[src/rtl/uart_rx_ctrl.sv]
// uart_rx_ctrl: frame buffer, error statistics and between-frame configuration for a UART receiver
// Ports: clock/reset_n (sync, active-low); rx_* from the receiver; cfg_wr/cfg_baud/cfg_parity host
// request with cfg_busy; baud_rate/parity_type drive the receiver; m_valid/m_ready/m_data/m_err
// consumer handshake; fifo_count/overrun buffer status; err_clr and *_err_cnt error statistics.
module uart_rx_ctrl #(
    parameter int         FIFO_DEPTH = 4,
    parameter int         CNT_W      = 8,
    parameter bit         DROP_ERR   = 1'b1,
    parameter logic [1:0] RST_BAUD   = 2'b00,
    parameter logic [1:0] RST_PARITY = 2'b00
) (
    input  logic                        clock,
    input  logic                        reset_n,
    input  logic                        rx_done,
    input  logic                        rx_active,
    input  logic [2:0]                  rx_error,
    input  logic [7:0]                  rx_data,
    input  logic                        cfg_wr,
    input  logic [1:0]                  cfg_baud,
    input  logic [1:0]                  cfg_parity,
    output logic                        cfg_busy,
    output logic [1:0]                  baud_rate,
    output logic [1:0]                  parity_type,
    output logic                        m_valid,
    input  logic                        m_ready,
    output logic [7:0]                  m_data,
    output logic [2:0]                  m_err,
    output logic [$clog2(FIFO_DEPTH):0] fifo_count,
    output logic                        overrun,
    input  logic                        err_clr,
    output logic [CNT_W-1:0]            par_err_cnt,
    output logic [CNT_W-1:0]            start_err_cnt,
    output logic [CNT_W-1:0]            stop_err_cnt
);
    localparam int AW = $clog2(FIFO_DEPTH);
    localparam int CW = AW + 1;

    typedef enum logic [1:0] {IDLE, PEND, APPLY} cfg_state_e;

    logic             done_q;
    logic [10:0]      mem_q [FIFO_DEPTH];
    logic [AW-1:0]    wr_ptr_q, rd_ptr_q, rd_ptr_d;
    logic [CW-1:0]    count_q, count_d;
    logic [10:0]      head_q, head_d;
    logic             valid_q, overrun_q;
    logic [CNT_W-1:0] cnt_q [3];
    logic             cap, push, pop, full, wr_en, drop;
    cfg_state_e       state_q, state_d;
    logic [3:0]       shadow_q, shadow_d;
    logic [1:0]       baud_q, baud_d, parity_q, parity_d;
    logic             busy_q, busy_d;

    assign cap      = rx_done & ~done_q;
    assign push     = cap & ~(DROP_ERR & (|rx_error));
    assign pop      = valid_q & m_ready;
    assign full     = count_q == CW'(FIFO_DEPTH);
    assign wr_en    = push & (~full | pop);
    assign drop     = push & full & ~pop;
    assign count_d  = count_q + CW'(wr_en) - CW'(pop);
    assign rd_ptr_d = rd_ptr_q + AW'(pop);
    // When nothing older survives this cycle's pop, the frame being written becomes the new head.
    assign head_d   = (count_d == '0) ? '0
                    : (count_q == CW'(pop)) ? {rx_error, rx_data} : mem_q[rd_ptr_d];

    always_ff @(posedge clock) begin
        if (wr_en) mem_q[wr_ptr_q] <= {rx_error, rx_data};
    end

    always_ff @(posedge clock) begin
        if (!reset_n) begin
            done_q    <= 1'b0;
            wr_ptr_q  <= '0;
            rd_ptr_q  <= '0;
            count_q   <= '0;
            head_q    <= '0;
            valid_q   <= 1'b0;
            overrun_q <= 1'b0;
        end else begin
            done_q    <= rx_done;
            wr_ptr_q  <= wr_ptr_q + AW'(wr_en);
            rd_ptr_q  <= rd_ptr_d;
            count_q   <= count_d;
            head_q    <= head_d;
            valid_q   <= count_d != '0;
            overrun_q <= err_clr ? 1'b0 : (overrun_q | drop);
        end
    end

    // Error counters: index 0 parity, 1 start, 2 stop; saturate at all-ones.
    always_ff @(posedge clock) begin
        if (!reset_n || err_clr) begin
            cnt_q <= '{default: '0};
        end else begin
            for (int i = 0; i < 3; i++)
                if (cap && rx_error[i] && !(&cnt_q[i])) cnt_q[i] <= cnt_q[i] + 1'b1;
        end
    end

    always_ff @(posedge clock) begin
        if (!reset_n) begin
            state_q  <= IDLE;
            shadow_q <= '0;
            baud_q   <= RST_BAUD;
            parity_q <= RST_PARITY;
            busy_q   <= 1'b0;
        end else begin
            state_q  <= state_d;
            shadow_q <= shadow_d;
            baud_q   <= baud_d;
            parity_q <= parity_d;
            busy_q   <= busy_d;
        end
    end

    // A pending request is only applied once the receiver is neither mid-frame nor reporting done.
    always_comb begin
        state_d  = state_q;
        shadow_d = cfg_wr ? {cfg_baud, cfg_parity} : shadow_q;
        baud_d   = baud_q;
        parity_d = parity_q;
        case (state_q)
            IDLE:    state_d = cfg_wr ? PEND : IDLE;
            PEND:    state_d = (!rx_active && !rx_done) ? APPLY : PEND;
            APPLY: begin
                baud_d   = shadow_q[3:2];
                parity_d = shadow_q[1:0];
                state_d  = cfg_wr ? PEND : IDLE;
            end
            default: state_d = IDLE;
        endcase
        busy_d = state_d != IDLE;
    end

    assign cfg_busy      = busy_q;
    assign baud_rate     = baud_q;
    assign parity_type   = parity_q;
    assign m_valid       = valid_q;
    assign m_data        = head_q[7:0];
    assign m_err         = head_q[10:8];
    assign fifo_count    = count_q;
    assign overrun       = overrun_q;
    assign par_err_cnt   = cnt_q[0];
    assign start_err_cnt = cnt_q[1];
    assign stop_err_cnt  = cnt_q[2];
endmodule

[config.mk]
export PLATFORM = sky130hd
export DESIGN_NAME = uart_rx_ctrl
export DESIGN_NICKNAME = d
export VERILOG_FILES = /design/src/rtl/uart_rx_ctrl.sv
export SDC_FILE = /design/constraint.sdc
export NUM_CORES = 1
export LEC_CHECK = 0
export ABC_AREA = 0
export CORE_MARGIN = 2
export CORE_UTILIZATION = 39
export CTS_BUF_LIST = sky130_fd_sc_hd__clkbuf_4 sky130_fd_sc_hd__clkbuf_8
export DETAILED_ROUTE_END_ITERATION = 7
export SLEW_MARGIN = 10
export SYNTH_ARGS = -nofsm -noshare
export SYNTH_HDL_FRONTEND = slang
export SYNTH_SLANG_ARGS = --single-unit
[constraint.sdc]
create_clock -name clock -period 7.45 [get_ports clock]
set_clock_uncertainty 0.05 [all_clocks]
set_input_delay 1.49 -clock clock [delete_from_list [all_inputs] [get_ports clock]]
set_output_delay 1.49 -clock clock [all_outputs]
set_load 0.05 [all_outputs]
==> impl_metrics.py <==
metrics = {
    "logic_synthesis": {
        "synth_flop_cell": "dfxtp_1",
        "ys_seq_area_frac": 0.610,
        "netlist-cell-type-count": 48,
        "synth_edf_count": 44,
        "syn_area_per_cell_um2": 12.6,
        "netlist_instances": 318,
        "syn_nets": 348,
        "synth-simple-area-share": 0.148,
        "synth_seq_cells": 100,
        "synthTopCellsByArea": "edfxtp_1 (33%), dfxtp_1 (28%), mux4_2 (6.2%)",
        "synth_compound_area_frac": 0.0665,
        "synth_mux_area_frac": 0.114,
        "synthXorXnorAreaFrac": 0.0153,
        "synth_top_area_share": 0.330,
        "yosysWarnings": 0,
        "ys_async_sr_fraction": 0,
        "synth_fa_ha_area_frac": 0.0269,
        "synth_area_um2": 4010,
        "synth_top_area_cell": "edfxtp_1",
        "synth_top_family_by_area": "simple AND/OR/NAND/NOR gates",
    },
    "clock_tree": {
        "clockBufferDepth": 2,
        "cts_resized": 0,
        "tritoncts": "yes",
        "numCtsBuffers": 9,
        "worstSkewPairLatency_ns": 0.36,
        "htreeDepth": 3,
        "post_cts_buffers": 0,
        "hold_buffers": 0,
        "cts.sinks": 100,
        "cts_root_buf": "clkbuf_8",
        "path_clk_slew_ns": 0.10,
    },
    "route": {
        "first_pass_iters": 4,
        "ant_nets": 0,
        "wl_met3_um": 409,
        "vias": 2695,
        "route.detailed.drc": 0,
        "highest_layer": "met4",
        "wl_met1_mm": 3.80,
        "wl_met2_mm": 3.74,
        "wl_per_cell_um": 15.3,
        "viasPerCell": 5.11,
        "routed_wl_mm": 8.05,
        "drtIter0Drc": 95,
    },
    "floorplan": {
        "die_y_um": 105,
        "rows": 36,
        "die_x_um": 105,
        "die_area_um2": 11100,
        "ioPinCount": 67,
        "core_area_um2": 9860,
        "initial_core_util": 0.406,
    },
    "sta": {
        "fin_crit_sh": 0.550,
        "slew_violations": 0,
        "min_period_ns": 4.09,
        "worst_slew_pin_slew_ns": 0.897,
        "max-slew-margin-rel": 0.402,
        "hold_viol": 0,
        "hold_slack_ns": 0.402,
        "fmax_mhz": 244,
        "finalSetupViolCount": 0,
        "fin_ws_ns": 3.36,
        "fin_setup_tns_ns": 0,
        "rsz0062_at_grt": "no",
    },
    "global_routing": {
        "grt_pass1_vias": 2647,
        "antenna_found_initial": 0,
        "grt_pass1_wl_mm": 13.4,
        "grt_max_degree": 22,
        "track_usage": 0.154,
        "grt-ovfl-total": 0,
    },
    "finish": {
        "area.growth.synth_to_final_pct": 25.5,
        "antenna_cells": 0,
        "drive_above_1_share": 0.0914,
        "nets": 419,
        "layout_commonest_cell": "clkdlybuf4s50_1",
        "final_cell_mix": "clkdlybuf4s50_1 (66), dfxtp_1 (56), edfxtp_1 (44), nor2_1 (29), mux2i_1 (21)",
    },
    "placement": {
        "io_buffers": 66,
        "dpl.hpwl_mm": 5.39,
        "gp_congestion": 0.774,
        "pre_cts_ws_ns": 2.92,
    },
    "power_and_ir_drop": {
        "finalPower_uw": 1460,
        "ir_drop_v": 0.000128,
        "power_leakage_uw": 0.00177,
        "pwr_density_cell_nw_per_um2": 291,
    },
    "worst_setup_path": {
        "r2r_cells": 11,
        "path_delay_family": "buffers and inverters",
        "reg2reg_from": "done_q",
        "r2r_end": "head_q[9]",
        "cp_slowest_cell": "clkdlybuf4s50_1",
        "worstPathMaxFanout": 12,
        "startpoint_type": "input pin",
        "rrSetupSlack_ns": 4.79,
        "cp_cell_sequence": "clkdlybuf4s50_1, nor2b_1, nand3_1, ha_1, inv_1, ha_1, inv_1, fa_1, xnor2_1, o21ai_0, buf_4, nor2_1",
        "crit_arrival_ns": 4.31,
        "cp.required_ns": 7.66,
        "slowest_delay_ns": 0.58,
        "critPathBufInv": 4,
        "cp-end-kind": "flip-flop",
        "crit_type": "input pin to flip-flop",
    },
    "hold_path": {
        "hold_end": "state_q[1]",
        "min_from": "state_q[1]",
        "whs_path_depth": 1,
        "hold_path_class": "flip-flop to flip-flop",
    },
    "run": {
        "maxCapViolCount": 0,
    },
    "status": {
        "status": "complete, no violations",
    },
}
-- cells by family after synthesis --
group / after synthesis
flip-flops: 100
AO/OA/AOI/OAI: 40
AND/OR/NAND/NOR: 113
buffers and inverters: 18
adder cells (fa/ha/maj): 8
multiplexers: 32
XOR/XNOR: 7
-- metal layers --
| layer | GRT usage | vias up |
|---|---|---|
| met5 | 0 | - |
| met4 | 0.0476 | 0 |
| met3 | 0.0513 | 9 |
| met2 | 0.249 | 67 |
| met1 | 0.196 | 1304 |
| li1 | - | 1315 |
-- cell type report --
| cell class | instances | area [µm²] |
|---|---|---|
| Timing Repair Buffer | 71 | 698 |
| Clock buffer | 10 | 131 |
| Sequential cell | 100 | 2440 |
| Clock inverter | 6 | 71.3 |
| Inverter | 7 | 26.3 |
| Tap cell | 133 | 166 |
| Multi-Input combinational cell | 200 | 1490 |
| Fill cell | 883 | 4840 |
-- cells in the mapped netlist, types with 2 or more instances --
cell type	n
dfxtp_1	56
edfxtp_1	44
nor2_1	29
mux2i_1	21
nand2_1	14
nor2b_1	12
mux4_2	11
nand3_1	11
nor3_1	10
and2_1	9
a21oi_1	8
ha_1	7
inv_1	7
o21ai_0	7
a211oi_1	6
a31oi_1	6
clkbuf_1	6
and3_1	5
xor2_1	5
nand2b_1	4
buf_2	3
nand4_1	3
nand3b_1	2
nor3b_1	2
o21a_1	2
o21bai_1	2
o31ai_1	2
or2_2	2
or4_1	2
xnor2_1	2
-- power breakdown --
part	leakage, µW	switching [µW]	total [µW]	internal [µW]
combinational	0.000816	282	471	189
clock	0.000105	188	350	162
sequential	0.000852	22.8	642	619
total	0.00177	493	1460	970
-- registers in the layout, indices dropped and copies added, names as in the netlist --
signal and flops:
mem_q 44, overrun 1, done_q 1, start_err_cnt 8
head_q 11, stop_err_cnt 8, baud_rate 2, fifo_count 3
shadow_q 4, m_valid 1, rd_ptr_q 2, wr_ptr_q 2
par_err_cnt 8, state_q 2, parity_type 2, cfg_busy 1
-- per-stage QoR --
step | utilization | std cells | instance area [µm²]
finish | 0.510 | 527 | 5030
global placement | 0.489 | 511 | 4820
floorplan | - | 318 | 4010
CTS | 0.510 | 527 | 5030
detailed placement | 0.489 | 511 | 4820
global route | 0.510 | 527 | 5030
-- worst max-delay path by stage --
stage                     startpoint          to  slack (ns)  cells after the start
final                        rx_done   head_q[9]        3.36                     12
after global routing         rx_done   head_q[1]        3.09                     12
after CTS                    rx_done  head_q[10]        3.33                     12
after detailed placement     rx_done   head_q[7]        2.92                     12
after global placement       rx_done  head_q[10]        3.01                     12
after floorplan              rx_done   head_q[1]        3.78                     11
No activity file was read; power rests on OpenSTA's default activity.
